$ cat config.mk
export PLATFORM = sky130hd
export DESIGN_NAME = mem_ctrl
export DESIGN_NICKNAME = d
export VERILOG_FILES = /design/src/rtl/mem_pkg.sv /design/src/rtl/word_assembler.sv /design/src/rtl/mem_ctrl.sv
export SDC_FILE = /design/constraint.sdc
export NUM_CORES = 1
export LEC_CHECK = 0
export CAP_MARGIN = 20
export CORE_UTILIZATION = 30
export DETAILED_ROUTE_END_ITERATION = 12
export GPL_ROUTABILITY_DRIVEN = 1
export SYNTH_ARGS = -nofsm -noshare
export SYNTH_HDL_FRONTEND = slang
export SYNTH_SLANG_ARGS = --single-unit
export TNS_END_PERCENT = 100
$ cat constraint.sdc
create_clock -name clk -period 7.8 [get_ports clk]
set_clock_uncertainty 0.05 [all_clocks]
set_input_delay 1.56 -clock clk [delete_from_list [all_inputs] [get_ports clk]]
set_output_delay 1.56 -clock clk [all_outputs]
set_load 0.1 [all_outputs]
$ cat src/rtl/mem_pkg.sv
// mem_pkg: shared widths, controller states and loader byte-lane positions.
package mem_pkg;
  localparam int ADDR_W    = 10;
  localparam int DATA_W    = 20;
  localparam int RAM_DEPTH = 1024;
  localparam int B0_LSB    = 0;
  localparam int B1_LSB    = 8;
  localparam int B2_LSB    = 16;
  localparam int B2_W      = DATA_W - B2_LSB;
  typedef enum logic [1:0] {IDLE, CPU_ACC, LOAD, LOAD_WR} state_t;
endpackage

$ cat src/rtl/word_assembler.sv
// word_assembler: packs three loader bytes little-endian into one 20-bit word.
module word_assembler
  import mem_pkg::*;
(
  input  logic              clk,
  input  logic              rst,
  input  logic              clr,
  input  logic              byte_en,
  input  logic [7:0]        byte_in,
  output logic [DATA_W-1:0] word,
  output logic              word_valid
);
  logic [1:0]        r_idx;
  logic [DATA_W-1:0] r_word;
  assign word       = r_word;
  assign word_valid = byte_en && r_idx == 2'd2;
  always_ff @(posedge clk or posedge rst) begin
    if (rst) begin
      r_idx  <= '0;
      r_word <= '0;
    end else if (clr) begin
      r_idx <= '0;
    end else if (byte_en) begin
      r_idx <= word_valid ? 2'd0 : r_idx + 2'd1;
      if (r_idx == 2'd0) r_word[B0_LSB +: 8] <= byte_in;
      else if (r_idx == 2'd1) r_word[B1_LSB +: 8] <= byte_in;
      else r_word[B2_LSB +: B2_W] <= byte_in[B2_W-1:0];
    end
  end
endmodule

$ cat src/rtl/mem_ctrl.sv
// mem_ctrl: single-port RAM controller arbitrating a CPU load/store port and a
// byte-stream boot loader; the loader wins whenever a session starts.
module mem_ctrl
  import mem_pkg::*;
#(
  parameter int LOAD_BASE = 0
) (
  input  logic              clk,
  input  logic              rst,
  input  logic              cpu_req_valid,
  output logic              cpu_req_ready,
  input  logic              cpu_req_we,
  input  logic [ADDR_W-1:0] cpu_req_addr,
  input  logic [DATA_W-1:0] cpu_req_wdata,
  output logic              cpu_rsp_valid,
  output logic [DATA_W-1:0] cpu_rsp_data,
  input  logic              ld_start,
  input  logic [ADDR_W:0]   ld_words,
  input  logic              ld_byte_valid,
  output logic              ld_byte_ready,
  input  logic [7:0]        ld_byte,
  output logic              ld_busy,
  output logic              ld_done,
  output logic [ADDR_W:0]   ld_count,
  output logic [ADDR_W-1:0] ram_addr,
  output logic [DATA_W-1:0] ram_write,
  output logic              ram_str,
  output logic              ram_ld,
  input  logic [DATA_W-1:0] ram_read
);
  state_t            r_state, w_next;
  logic              r_we, r_rsp_valid, r_done;
  logic [ADDR_W-1:0] r_addr, r_ptr;
  logic [DATA_W-1:0] r_wdata, r_rsp_data, w_word;
  logic [ADDR_W:0]   r_rem, r_count;
  logic              w_start, w_accept, w_word_valid, w_last;

  assign w_start       = r_state == IDLE && ld_start;
  assign cpu_req_ready = r_state == IDLE && !ld_start;
  assign w_accept      = cpu_req_valid && cpu_req_ready;
  assign w_last        = r_rem == (ADDR_W+1)'(1);
  assign ld_byte_ready = r_state == LOAD;
  assign ld_busy       = r_state == LOAD || r_state == LOAD_WR;
  assign ld_done       = r_done;
  assign ld_count      = r_count;
  assign cpu_rsp_valid = r_rsp_valid;
  assign cpu_rsp_data  = r_rsp_data;

  word_assembler u_asm (
    .clk       (clk),
    .rst       (rst),
    .clr       (w_start),
    .byte_en   (ld_byte_ready && ld_byte_valid),
    .byte_in   (ld_byte),
    .word      (w_word),
    .word_valid(w_word_valid)
  );

  always_comb begin
    w_next    = r_state;
    ram_addr  = '0;
    ram_write = '0;
    ram_str   = 1'b0;
    ram_ld    = 1'b0;
    case (r_state)
      IDLE:    w_next = w_start ? (ld_words == '0 ? IDLE : LOAD) : (w_accept ? CPU_ACC : IDLE);
      CPU_ACC: begin
        ram_addr  = r_addr;
        ram_str   = r_we;
        ram_ld    = !r_we;
        ram_write = r_we ? r_wdata : '0;
        w_next    = IDLE;
      end
      LOAD:    w_next = w_word_valid ? LOAD_WR : LOAD;
      LOAD_WR: begin
        ram_addr  = r_ptr;
        ram_write = w_word;
        ram_str   = 1'b1;
        w_next    = w_last ? IDLE : LOAD;
      end
      default: w_next = IDLE;
    endcase
  end

  always_ff @(posedge clk or posedge rst) begin
    if (rst) r_state <= IDLE;
    else r_state <= w_next;
  end

  always_ff @(posedge clk or posedge rst) begin
    if (rst) begin
      r_we        <= 1'b0;
      r_addr      <= '0;
      r_wdata     <= '0;
      r_rsp_valid <= 1'b0;
      r_rsp_data  <= '0;
      r_done      <= 1'b0;
      r_ptr       <= '0;
      r_rem       <= '0;
      r_count     <= '0;
    end else begin
      r_rsp_valid <= r_state == CPU_ACC && !r_we;
      r_done      <= (w_start && ld_words == '0) || (r_state == LOAD_WR && w_last);
      if (r_state == CPU_ACC && !r_we) r_rsp_data <= ram_read;
      if (w_start) begin
        r_ptr   <= ADDR_W'(LOAD_BASE);
        r_rem   <= ld_words;
        r_count <= '0;
      end else if (w_accept) begin
        r_we    <= cpu_req_we;
        r_addr  <= cpu_req_addr;
        r_wdata <= cpu_req_wdata;
      end
      // pointer wraps naturally at the top of the RAM
      if (r_state == LOAD_WR) begin
        r_ptr   <= r_ptr + 1'b1;
        r_count <= r_count + 1'b1;
        r_rem   <= r_rem - 1'b1;
      end
    end
  end
endmodule

* Word level (Yosys, flattened, before mapping) *
Index checks and enable logic that the tools add are counted.

word-level totals
  memories = 0
  output and inout port bits = 68
  register bits = 109
  bits in read-only memories = 0
  bits in latches = 0
  bits in writable memories = 0
  input bits = 75

cells by class
  shift operators = 0
  bitwise logic cells = 3
  order comparisons = 0
  divide/modulo/power cells = 0
  $mul = 0
  mux-type cells = 20
  add/subtract/negate cells = 4
  reduce and logical (&&, ||, !) cells = 21
  equality and inequality tests = 6

operators by type and width
  cell                                                                     number
  11-bit two-way mux                                                       4
  20-bit case mux with 2 select lines                                      1
  10-bit two-way mux                                                       2
  20-bit two-way mux                                                       1
  10-bit case mux with 2 select lines                                      1
  2-bit two-way mux                                                        6
  11-bit by 1-bit adder with 11-bit output (second input constant)         1
  11-bit by 1-bit equality test with 1-bit output (second input constant)  1
  11-bit logical NOT                                                       1
  11-bit by 1-bit subtractor with 11-bit output (second input constant)    1
  10-bit by 1-bit adder with 10-bit output (second input constant)         1
  1-bit logical AND                                                        8
  2-bit case mux with 4 select lines                                       1
  4-bit AND reduction                                                      2
  2-bit equality test (second input constant)                              3
  2-bit by 1-bit equality test with 1-bit output (second input constant)   2
  2-bit logical NOT                                                        2
  2-bit nonzero test                                                       2
  1-bit two-way mux                                                        3
  1-bit NOT                                                                3
  3-bit AND reduction                                                      1
  2-bit by 1-bit adder with 2-bit output (second input constant)           1
  1-bit logical NOT                                                        2
  1-bit logical OR                                                         2
  2 further kinds                                                          2

* Longest topological paths before layout *
  word-level depth = 6
  mapped depth = 7
  gate-level depth less buffers = 5

* Modules after synthesis *
A second synthesis with hierarchy kept.

second synthesis, totals
  cells, all modules = 410
  area total of the unflattened synthesis = 5,107.4 um^2

by module, submodules not included
  module          area an instance (um^2)  cells an instance  sequential area each (um^2)  times used
  mem_ctrl        4,231.6                  355                2,177.1                      1
  word_assembler  875.8                    55                 550.5                        1

* Worst setup path before layout *
Ideal clock, no wire load.

  path kind = input-to-output
  start point = in ld_start
  end point = out cpu_req_ready
  path slack = 2.572 ns
  cell stages on the path = 1
  arrival time = 3.618 ns
  path buffers = 0
  cell sequence = nor3_1

on the way
  longest elaborated chain between the ends = 2

ends and longest elaborated chain
  item               RTL line        RTL
  start, declared    mem_ctrl.sv:17  input logic ld_start,
  1-bit logical NOT  mem_ctrl.sv:39  assign cpu_req_ready = r_state == IDLE && !ld_start;
  1-bit logical AND  mem_ctrl.sv:39
  end, declared      mem_ctrl.sv:11  output logic cpu_req_ready,

Every way passes these cells.

* Final worst setup path *
Ends and elaborated chain as after synthesis.

==> summary by stage <==
Run status
The flow ran to the end, and the final reports show no timing, DRC or antenna violations.

Cells and area
The area occupied by multi-input gates is 0.00210 mm2. The number of standard cells in the layout, taps in and fillers out is 759. The sequential standard cell area is 0.00273 mm2. The net count of the finished layout is 617. The final cell utilization of the core is 0.431. Compared with the post-synthesis result, the final layout area differs by 38.7%.

The layout has 1525 filler cells. The layout cell share with drive strength beyond 1 is 0.182. The antenna diode count is 0.

Clock network
The number of clock sinks seen by CTS is 109. Once the clock tree was built, the resizer swapped 0 gates to a different size. Buffers added to address setup during post-CTS repair amount to 0. The clock latency reported for the late side of the worst-skew pair is 0.35 ns.

The number of levels in the clock H-tree is 3. The clock passes through at most 2 buffers. In this run, CTS created clock tree buffers numbering 9. The CTS root buffer is sky130_fd_sc_hd__clkbuf_16. TritonCTS built the clock tree. The number of buffers inserted for hold repair after clock tree synthesis is 0. The clock slew at the register clock pins of the worst setup and hold paths is 0.07 ns.

Floorplan
The number of ports placed on the die boundary is 143. The number of placement rows is 46. The initial cell density of the core is 0.311. The die covers 0.0171 mm2. The floorplan step set the die width to 131 um. The core region is 0.0160 mm2. The die is 131 um tall.

Drt
Once detail routing completed, the nets flagged for antenna violations numbered 0. After detailed routing, the number of remaining DRC violations is 0. Across all layers, the routed design uses 3833 vias. The first TritonRoute pass finished after 4 iterations.

The total length of routed wires is 12.6 mm. After the first detailed-routing iteration, the DRC count stood at 197. After detailed routing, the number of vias per cell comes to 5.05. In the final routed layout, each cell accounts on average for 16.7 um.

Yosys
The share of the Yosys chip area taken by registers is 0.549. The proportion of netlist area held by the largest area contributor is 0.549. The synthesized design contains 109 register bits. By count the netlist is led by sky130_fd_sc_hd__dfrtp_1 (109), sky130_fd_sc_hd__mux2_2 (71), sky130_fd_sc_hd__nand2_1 (28). The per-instance average area after synthesis is 12.3 um2. The synthesized design spends more area on one cell type than any other, namely sky130_fd_sc_hd__dfrtp_1. In the synthesized netlist, the number of instances is 404. The synthesized netlist net count is 483.

Counting distinct cell types in the post-synthesis netlist gives 48. By instance count, the leading cell after synthesis is sky130_fd_sc_hd__dfrtp_1. The primary flip-flop cell chosen by synthesis mapping is sky130_fd_sc_hd__dfrtp_1.

The number of flops mapped to enable cells by yosys is 0. For this run, the number of Yosys warnings is 0. The share of flip-flops with an asynchronous set or reset is 1.00. After synthesis, the cell types taking the most area are sky130_fd_sc_hd__dfrtp_1 (55%), sky130_fd_sc_hd__mux2_2 (16%), sky130_fd_sc_hd__a22o_1 (3.5%), sky130_fd_sc_hd__mux2i_1 (3.4%), sky130_fd_sc_hd__nand2_1 (2.1%).

The cell area after synthesis is 0.00497 mm2.

Global route
The number of antenna violations at the first check in global routing is 0. Across every metal layer, demand over resource in global routing totals 0.160. The maximum number of pins on one net before global-route repair is 68. The wire length of the first global-routing pass is 20.6 mm. The number of global-route vias before repair was 3938. The total overflow left after global routing is 0.

Placed design
After legalization and detailed placement, the total HPWL measured 8.99 mm. Routability-driven placement finished with a final weighted congestion of 0.768. During placement, the flow inserted port buffers numbering 142. In this run, placement finished with an instance count of 743. The pre-CTS setup slack is 2.81 ns.

STA
The final worst-path cycle share is 0.640. The final total negative setup slack is 0 ns. The actual transition at the worst max-transition pin is 1.01 ns. The count of pins over their slew limit was 0. The worst slew margin relative to its limit is 0.327.

The number of endpoints with negative hold slack in the final report is 0. The shortest clock period the worst path allows after layout is 4.99 ns. Setup repair after global routing left no endpoint under its margin. The number of failing setup endpoints in the final timing report is 0. Derived from the worst setup path, the maximum achievable clock frequency is 0.200 GHz. The setup slack of the critical path after layout is 2.81 ns.

Power and ir drop
The share of total power dissipated in combinational logic is 0.383. Of the total power, the share spent switching nets is 0.418. The worst IR drop on VDD is 0.000167 V.

The total net switching power is 0.883 mW. The portion of total power attributed to sequential cells is 0.406. The fraction of power consumed by the clock network is 0.211.

Internal power comes to 1.23 mW. The static leakage is 2.91 nW. The completed layout was analyzed and its total power is 2.11 mW. Dividing total power by cell area gives a power density of 306 mW/mm2.

Critical path
In this run the critical register-to-register path is launched from r_state[1]. Tracing the worst setup path back leads to its startpoint at ld_start. Along the worst path, the maximum fanout reaches 4. The data arrival time at the worst-slack endpoint is 3.38 ns.

For the worst setup path, the data required time is 6.19 ns. Setup slack on the worst reg-to-reg path comes out at 5.38 ns. The termination of the worst setup path is cpu_req_ready. The kind of capture point of the worst setup path is an output pin. The launching element type of the critical path is an input port.

The capture instance of the worst register-to-register path is u_asm.word[4]. The number of cells on the worst reg-to-reg path is 4. The category of the critical setup timing path is in2out.

Run
The count of max-cap constraint violations is 0.

Worst hold path
The worst hold-check path type is reg2reg.
==> layout make-up <==
class,count,share of cell area
repair buffers,149,0.214
clock buffers,12,0.0372
flip-flops and latches,109,0.396
inverters,8,0.00472
well taps,216,0.0392
multi-input cells,261,0.305
clock inverters,4,0.00472
==> kinds of logic (layout without fill, tap and decap cells) <==
| group | after synthesis | after routing | synth area share |
|---|---|---|---|
| multiplexers | 89 | 89 | 0.197 |
| adder cells (fa/ha/maj) | 4 | 4 | 0.0101 |
| buffers and inverters | 34 | 173 | 0.0302 |
| AND/OR/NAND/NOR | 102 | 102 | 0.106 |
| flip-flops | 109 | 109 | 0.549 |
| AO/OA/AOI/OAI | 64 | 64 | 0.103 |
| XOR/XNOR | 2 | 2 | 0.00353 |
==> through the flow <==
stage / hold WS, ns / instance area, um2
after floorplan: 0.398 / 4970
after global placement: 0.416 / 6610
after detailed placement: 0.425 / 6610
after CTS: 0.435 / 6900
after global routing: 0.452 / 6900
final: 0.432 / 6900
==> state kept, by name, indices dropped and copies added (netlist names) <==
signal / flops
cpu_rsp_valid: 1
r_ptr: 10
u_asm.word: 20
r_addr: 10
u_asm.r_idx: 2
r_state: 2
ld_done: 1
r_wdata: 20
ld_count: 11
r_we: 1
r_rem: 11
cpu_rsp_data: 20
==> worst max-delay path, stage by stage <==
cell and delay (ns):
sky130_fd_sc_hd__clkdlybuf4s50_1 0.46, sky130_fd_sc_hd__nor3_1 0.19, sky130_fd_sc_hd__clkdlybuf4s50_1 1.17
==> placed cells by master, fill, tap and decap left out, types with 3 or more instances in the layout <==
cell and count:
sky130_fd_sc_hd__a22o_1 20, sky130_fd_sc_hd__a311oi_1 3, sky130_fd_sc_hd__a31oi_1 3, sky130_fd_sc_hd__buf_4 7, sky130_fd_sc_hd__clkbuf_16 9, sky130_fd_sc_hd__clkdlybuf4s50_1 142, sky130_fd_sc_hd__dfrtp_1 109, sky130_fd_sc_hd__ha_1 4
sky130_fd_sc_hd__inv_1 7, sky130_fd_sc_hd__mux2_2 71, sky130_fd_sc_hd__mux2i_1 17, sky130_fd_sc_hd__nand2_1 28, sky130_fd_sc_hd__nand3_1 17, sky130_fd_sc_hd__nand4_1 9, sky130_fd_sc_hd__nor2_1 18, sky130_fd_sc_hd__nor3_1 4
sky130_fd_sc_hd__nor4_1 7, sky130_fd_sc_hd__o211ai_1 7, sky130_fd_sc_hd__o21ai_0 7, sky130_fd_sc_hd__o311ai_0 7, sky130_fd_sc_hd__o41ai_1 3
==> worst min-delay path by stage <==
stage | slack (ns) | cells after the start | end | start
after floorplan | 0.40 | 1 | r_ptr[9] | r_ptr[9]
after global placement | 0.42 | 1 | ld_count[10] | ld_count[10]
after detailed placement | 0.43 | 1 | ld_count[10] | ld_count[10]
after CTS | 0.43 | 1 | ld_count[10] | ld_count[10]
after global routing | 0.45 | 1 | r_ptr[9] | r_ptr[9]
final | 0.43 | 1 | r_ptr[9] | r_ptr[9]
==> power groups by stage <==
stage / clock network (mW) / registers (mW) / logic (mW)
finish: 0.445 / 0.857 / 0.809
global route: 0.486 / 0.886 / 0.861
CTS: 0.465 / 0.856 / 0.816
detailed placement: 0 / 0.865 / 0.813
global placement: 0 / 0.860 / 0.797
floorplan: 0 / 1.01 / 0.432
==> routing by layer <==
layer	share of wire	vias up	global-route usage
met4	0.0095	0	0.0365
met3	0.092	8	0.0700
li1	-	1772	-
met1	0.42	1910	0.202
met2	0.48	143	0.252
met5	0	-	0
Note: power is estimated with default switching activity, not from simulation.
